### config.mk
export PLATFORM = sky130hd
export DESIGN_NAME = sprite_draw_fifo
export DESIGN_NICKNAME = d
export VERILOG_FILES = /design/src/rtl/sprite_pkg.sv /design/src/rtl/sprite_record_assembler.sv /design/src/rtl/sprite_draw_fifo.sv
export SDC_FILE = /design/constraint.sdc
export NUM_CORES = 1
export LEC_CHECK = 0
export CORE_MARGIN = 10
export CORE_UTILIZATION = 55
export DETAILED_ROUTE_END_ITERATION = 8
export PLACE_DENSITY = 0.72
export SLEW_MARGIN = 20
export SYNTH_ARGS = -nofsm -noshare
export SYNTH_HDL_FRONTEND = slang
export SYNTH_HIERARCHICAL = 1
export SYNTH_SLANG_ARGS = --single-unit
### constraint.sdc
create_clock -name clock -period 8.7 [get_ports clock]
set_clock_uncertainty 0.2 [all_clocks]
set_input_delay 0.87 -clock clock [delete_from_list [all_inputs] [get_ports clock]]
set_output_delay 0.87 -clock clock [all_outputs]
set_load 0.03 [all_outputs]
### src/rtl/sprite_pkg.sv
// sprite_pkg
//   Shared definitions for the sprite draw queue: default field widths,
//   the packed sprite record layout (id, x, y, scale) and the helper that
//   gives the number of SPI bytes making up one record.
package sprite_pkg;

  localparam int ID_W_DEF    = 8;
  localparam int COORD_W_DEF = 16;
  localparam int SCALE_W_DEF = 8;

  // Field order matches the byte order on the wire: id first, scale last.
  typedef struct packed {
    logic [ID_W_DEF-1:0]    id;
    logic [COORD_W_DEF-1:0] x;
    logic [COORD_W_DEF-1:0] y;
    logic [SCALE_W_DEF-1:0] scale;
  } sprite_record_t;

  function automatic int record_bytes(input int id_w, input int coord_w, input int scale_w);
    return (id_w + 2 * coord_w + scale_w) / 8;
  endfunction

endpackage

### src/rtl/sprite_record_assembler.sv
// sprite_record_assembler
//   Collects SPI payload bytes into one sprite record, MSB byte first.
//   Ports:
//     clock, reset      - single clock, synchronous active-high reset
//     clear             - synchronous flush of the partial record
//     byte_valid        - one-cycle strobe qualifying byte_data
//     byte_data         - payload byte
//     enqueue_en        - high while the current command is "draw sprite"
//     record_valid      - high in the cycle whose edge accepts the last byte
//     record            - complete record {id, x, y, scale}, valid with record_valid
module sprite_record_assembler
  import sprite_pkg::*;
#(
  parameter int ID_W    = ID_W_DEF,
  parameter int COORD_W = COORD_W_DEF,
  parameter int SCALE_W = SCALE_W_DEF
) (
  input  logic                                 clock,
  input  logic                                 reset,
  input  logic                                 clear,
  input  logic                                 byte_valid,
  input  logic [7:0]                           byte_data,
  input  logic                                 enqueue_en,
  output logic                                 record_valid,
  output logic [ID_W+2*COORD_W+SCALE_W-1:0]    record
);

  localparam int N       = record_bytes(ID_W, COORD_W, SCALE_W);
  localparam int REC_W   = 8 * N;
  localparam int SHIFT_W = REC_W - 8;
  localparam int IDX_W   = $clog2(N);
  localparam logic [IDX_W-1:0] LAST_IDX = IDX_W'(N - 1);

  logic [IDX_W-1:0]   byte_idx;
  logic [SHIFT_W-1:0] shift;
  logic               accept;
  logic               last_byte;

  assign accept    = byte_valid && enqueue_en;
  assign last_byte = (byte_idx == LAST_IDX);

  // The final byte is taken straight from the input so the record can be
  // written into the queue at the same edge that accepts it.
  assign record_valid = accept && last_byte;
  assign record       = {shift, byte_data};

  // Dropping enqueue_en abandons any partial record by restarting the index.
  always_ff @(posedge clock) begin
    if (reset || clear) begin
      byte_idx <= '0;
    end else if (!enqueue_en) begin
      byte_idx <= '0;
    end else if (byte_valid) begin
      byte_idx <= last_byte ? '0 : byte_idx + 1'b1;
    end
  end

  // No reset needed: a restarted index overwrites every stale byte.
  always_ff @(posedge clock) begin
    if (accept) begin
      shift <= {shift[SHIFT_W-9:0], byte_data};
    end
  end

endmodule

### src/rtl/sprite_draw_fifo.sv
// sprite_draw_fifo
//   Queue of sprite draw records assembled from SPI payload bytes, with a
//   first-word fall-through head.
//   Ports:
//     clock, reset              - single clock, synchronous active-high reset
//     byte_valid, byte_data     - incoming payload byte strobe and value
//     enqueue_en                - current command is "draw sprite"
//     clear                     - flush queue, assembler and overflow flag
//     dequeue                   - pop head record (ignored when empty)
//     is_empty, is_full, count  - occupancy, derived from registered count
//     overflow                  - sticky: a completed record was dropped
//     sprite_id/x/y/scale       - head record fields, zero when empty
module sprite_draw_fifo
  import sprite_pkg::*;
#(
  parameter int DEPTH   = 16,
  parameter int ID_W    = ID_W_DEF,
  parameter int COORD_W = COORD_W_DEF,
  parameter int SCALE_W = SCALE_W_DEF
) (
  input  logic                      clock,
  input  logic                      reset,
  input  logic                      byte_valid,
  input  logic [7:0]                byte_data,
  input  logic                      enqueue_en,
  input  logic                      clear,
  input  logic                      dequeue,
  output logic                      is_empty,
  output logic                      is_full,
  output logic [$clog2(DEPTH):0]    count,
  output logic                      overflow,
  output logic [ID_W-1:0]           sprite_id,
  output logic [COORD_W-1:0]        sprite_x,
  output logic [COORD_W-1:0]        sprite_y,
  output logic [SCALE_W-1:0]        sprite_scale
);

  localparam int PTR_W = $clog2(DEPTH);
  localparam int REC_W = ID_W + 2 * COORD_W + SCALE_W;
  localparam logic [PTR_W:0] COUNT_FULL = (PTR_W + 1)'(DEPTH);

  logic [REC_W-1:0] mem [DEPTH];
  logic [PTR_W-1:0] wr_ptr;
  logic [PTR_W-1:0] rd_ptr;
  logic [REC_W-1:0] new_record;
  logic [REC_W-1:0] head;
  logic             record_valid;
  logic             pop;
  logic             push;
  logic             drop;

  sprite_record_assembler #(
    .ID_W    (ID_W),
    .COORD_W (COORD_W),
    .SCALE_W (SCALE_W)
  ) u_assembler (
    .clock        (clock),
    .reset        (reset),
    .clear        (clear),
    .byte_valid   (byte_valid),
    .byte_data    (byte_data),
    .enqueue_en   (enqueue_en),
    .record_valid (record_valid),
    .record       (new_record)
  );

  assign is_empty = (count == '0);
  assign is_full  = (count == COUNT_FULL);

  // A pop in the same cycle frees the slot, so a full queue still accepts.
  assign pop  = dequeue && !is_empty;
  assign push = record_valid && (!is_full || pop);
  assign drop = record_valid && is_full && !pop;

  always_ff @(posedge clock) begin
    if (reset || clear) begin
      wr_ptr   <= '0;
      rd_ptr   <= '0;
      count    <= '0;
      overflow <= 1'b0;
    end else begin
      if (push) wr_ptr <= wr_ptr + 1'b1;
      if (pop)  rd_ptr <= rd_ptr + 1'b1;
      case ({push, pop})
        2'b10:   count <= count + 1'b1;
        2'b01:   count <= count - 1'b1;
        default: count <= count;
      endcase
      if (drop) overflow <= 1'b1;
    end
  end

  // Storage has no reset so it can map to distributed RAM.
  always_ff @(posedge clock) begin
    if (push && !reset && !clear) begin
      mem[wr_ptr] <= new_record;
    end
  end

  assign head = is_empty ? '0 : mem[rd_ptr];

  assign sprite_id    = head[REC_W-1 -: ID_W];
  assign sprite_x     = head[REC_W-ID_W-1 -: COORD_W];
  assign sprite_y     = head[SCALE_W +: COORD_W];
  assign sprite_scale = head[SCALE_W-1:0];

endmodule

==> out/qor.yml <==
outcome:
  status: "completed"
timing:
  fin_setup_tns_ns: 0
  grt_setup_unrepaired: "false"
  fmax_mhz: 199
  finalCritPeriodShare: 0.579
  slew_headroom: 0.264
  finalSetupViolations: 0
  hold_viol_final: 0
  fin_crit_ns: 5.04
  tightest_slew_ns: 1.10
  slew_violations: 0
setup_path:
  path_max_fanout: 111
  required_ns: 7.63
  cpPeakStageDelay_ns: 0.78
  slowest_stage: "dfxtp_4"
  crit_arrival_ns: 3.97
  crit_path_start_kind: "register"
  critPathCaptureType: "primary output"
  worstPathCellList: "buf_12 -> mux4_2 -> mux2i_1 -> o22ai_1 -> clkdlybuf4s50_1"
  critical_path_class: "register to primary output"
  r2r_cells: 7
routing:
  vias: 14100
  wl_per_cell_microns: 28.6
  routed_via_density: 6.21
  route.detailed.drc: 0
  ant_nets: 0
  wirelength_microns: 64900
  drt_iter0_drc: 1601
  dr.pass1.iters: 5
clocking:
  tritoncts: "yes"
  path_clk_slew_ns: 0.06
  cts_resized: 0
  cts.htree.levels: 3
  cts_made_buffers: 81
  cts_setup_buffers: 0
  cts-root-buf: "clkbuf_16"
  clock_sinks: 829
  clk_path_buf_depth: 3
  hold_buffers: 0
  clk_latency_ns: 0.61
placement:
  gp_congestion: 0.749
  io_buffers: 69
  dp_hpwl_microns: 30400
  dpl_cell_area_sq_mm: 0.0329
layout:
  nets: 1475
  drive_above_1_share: 0.229
  syn2layout_area_growth_pct: 13.2
  stdcell_area_sq_mm: 0.0354
yosys:
  synthesis.nets: 1373
  async_flop_share: 0
  avgSynthCellArea_sq_um: 23.2
  synthFlopType: "edfxtp_1"
  syn-cell-area_sq_mm: 0.0313
  yosys_warnings: 6
  synth-seq-cells: 829
  yosysUniqueCellTypes: 39
  seq_area_frac_synth: 0.789
  synth_cells: 1352
  synth_edf_count: 808
global_route:
  first_global_vias: 15200
  grt_pass1_wl_microns: 98000
  grt.total_usage: 0.198
  grt_max_degree: 163
  antenna_found_initial: 2
  grt_overflow: 0
flow_run:
  drv_cap: 0
floorplanning:
  rows: 87
  core_area_sq_mm: 0.0564
  start_util: 0.555
  die_w_microns: 259
  die_area_sq_mm: 0.0669
  die_h_microns: 259
  io_pins: 70
power:
  p_seq_frac: 0.570
  p_int_uw: 6290
  powerDensity_mw_per_mm2: 218
  p_leak_uw: 0.0105
  p_switching_uw: 1440
  power_frac_comb: 0.003
  p_clk_frac: 0.427
  power_uw: 7730
  swShare: 0.186
  ir_drop_uv: 151
worst_hold_path:
  whs_path_depth: 2
  hp-class: "register to register"
==> metal layers <==
metal	wire length, microns	global-route usage	vias to the layer above
met4	1320	0.0533	4
met1	26200	0.267	7548
met3	4470	0.0402	100
li1	-	-	5914
met2	32900	0.326	532
met5	27	0	-
==> Yosys cell counts (2+ instances only) <==
cell      instances  area, sq um
xnor2_1           5         43.8
xor2_1            7         61.3
a21bo_2           2         20.0
a21oi_1           4         20.0
dfxtp_1          21          420
nand4_1           3         18.8
nand3_1           2         10.0
buf_2            29          145
o21ai_0           2         10.0
mux4_2          192         4320
nor2_1           38          143
a21oi_2           2         17.5
buf_4             8         60.1
ha_1              7         87.6
a31oi_1           2         12.5
inv_1             6         22.5
mux2i_1          98          981
clkbuf_1         30          113
o22ai_1          48          300
nand2_1          12         45.0
edfxtp_1        808        24300
buf_1             8         30.0
nand2b_1          2         12.5
==> state kept, by name (all words and copies together), names as in the netlist, named ones only <==
signal,cells
u_assembler/byte_idx,3
wr_ptr,4
overflow,1
mem,768
rd_ptr,4
count,5
u_assembler/shift,40
==> critical path, delay by kind of cell (launching register included) <==
kind / cells / cell delay (ns)
mux: 2 / 0.81
flops: 1 / 0.78
compound gates: 1 / 0.23
buf+inv: 2 / 1.43
==> logic make-up after synthesis <==
family,count (synthesis),share of synthesized area
AND/OR/NAND/NOR,67,0.0103
AO/OA/AOI/OAI,66,0.0137
XOR/XNOR,12,0.00336
multiplexers,290,0.169
flip-flops,829,0.789
adder cells (fa/ha/maj),7,0.00280
buffers and inverters,81,0.0118
==> cells in the final DEF, fill, tap and decap left out, types with 2 or more instances in the layout <==
cell type / Yosys / final
clkinv_2: 0 / 8
edfxtp_1: 808 / 808
nand2_1: 12 / 11
a21oi_1: 4 / 4
nand3_1: 2 / 2
mux4_2: 192 / 192
inv_1: 6 / 6
dfxtp_4: 0 / 3
ha_1: 7 / 7
buf_4: 8 / 23
clkbuf_16: 0 / 84
mux2i_1: 98 / 98
bufinv_16: 0 / 5
xnor2_1: 5 / 5
nor2_4: 0 / 16
dfxtp_1: 21 / 18
a31oi_1: 2 / 2
a21bo_2: 2 / 2
xor2_1: 7 / 7
buf_12: 0 / 2
clkinv_1: 0 / 20
nand4_1: 3 / 3
o22ai_1: 48 / 48
o21ai_0: 2 / 2
clkbuf_1: 30 / 22
clkdlybuf4s50_1: 0 / 69
nor2_1: 38 / 22
a21oi_2: 2 / 2
==> area by class of cell <==
| type | instances | area, sq um |
|---|---|---|
| sequential | 829 | 24700 |
| fill | 3786 | 21000 |
| multi-input combinational | 442 | 6370 |
| clock buffer | 106 | 2180 |
| tap | 756 | 946 |
| timing repair buffer | 94 | 903 |
| clock inverter | 37 | 307 |
| inverter | 6 | 22.5 |
| antenna | 1 | 2.50 |
==> per-stage QoR <==
step | worst slack [ns] | instances | utilization | hold WS (ns)
finish | 3.66 | 2271 | 0.628 | 0.293
global route | 3.31 | 2270 | 0.628 | 0.361
CTS | 3.56 | 2270 | 0.628 | 0.289
detailed placement | 3.80 | 2127 | 0.584 | 0.271
global placement | 3.93 | 2127 | 0.584 | 0.279
floorplan | 4.08 | 1352 | - | 0.285
==> path summary, 6_finish.rpt <==
check,from,to,slack [ns]
max,register,sprite_y[9],3.66
min,overflow,overflow,0.29
min reg2reg,overflow,overflow,0.29
max reg2reg,u_assembler/byte_idx[0],mem[8][6],4.85
==> power by group through the flow <==
stage | registers (uW) | clock network (uW) | logic (uW)
global route | 4400 | 3520 | 28.6
floorplan | 4470 | 0 | 12.9
detailed placement | 4480 | 0 | 26.5
CTS | 4400 | 3360 | 26.5
finish | 4400 | 3300 | 26.6
global placement | 4480 | 0 | 25.2
No activity file was read; power rests on OpenSTA's default activity.
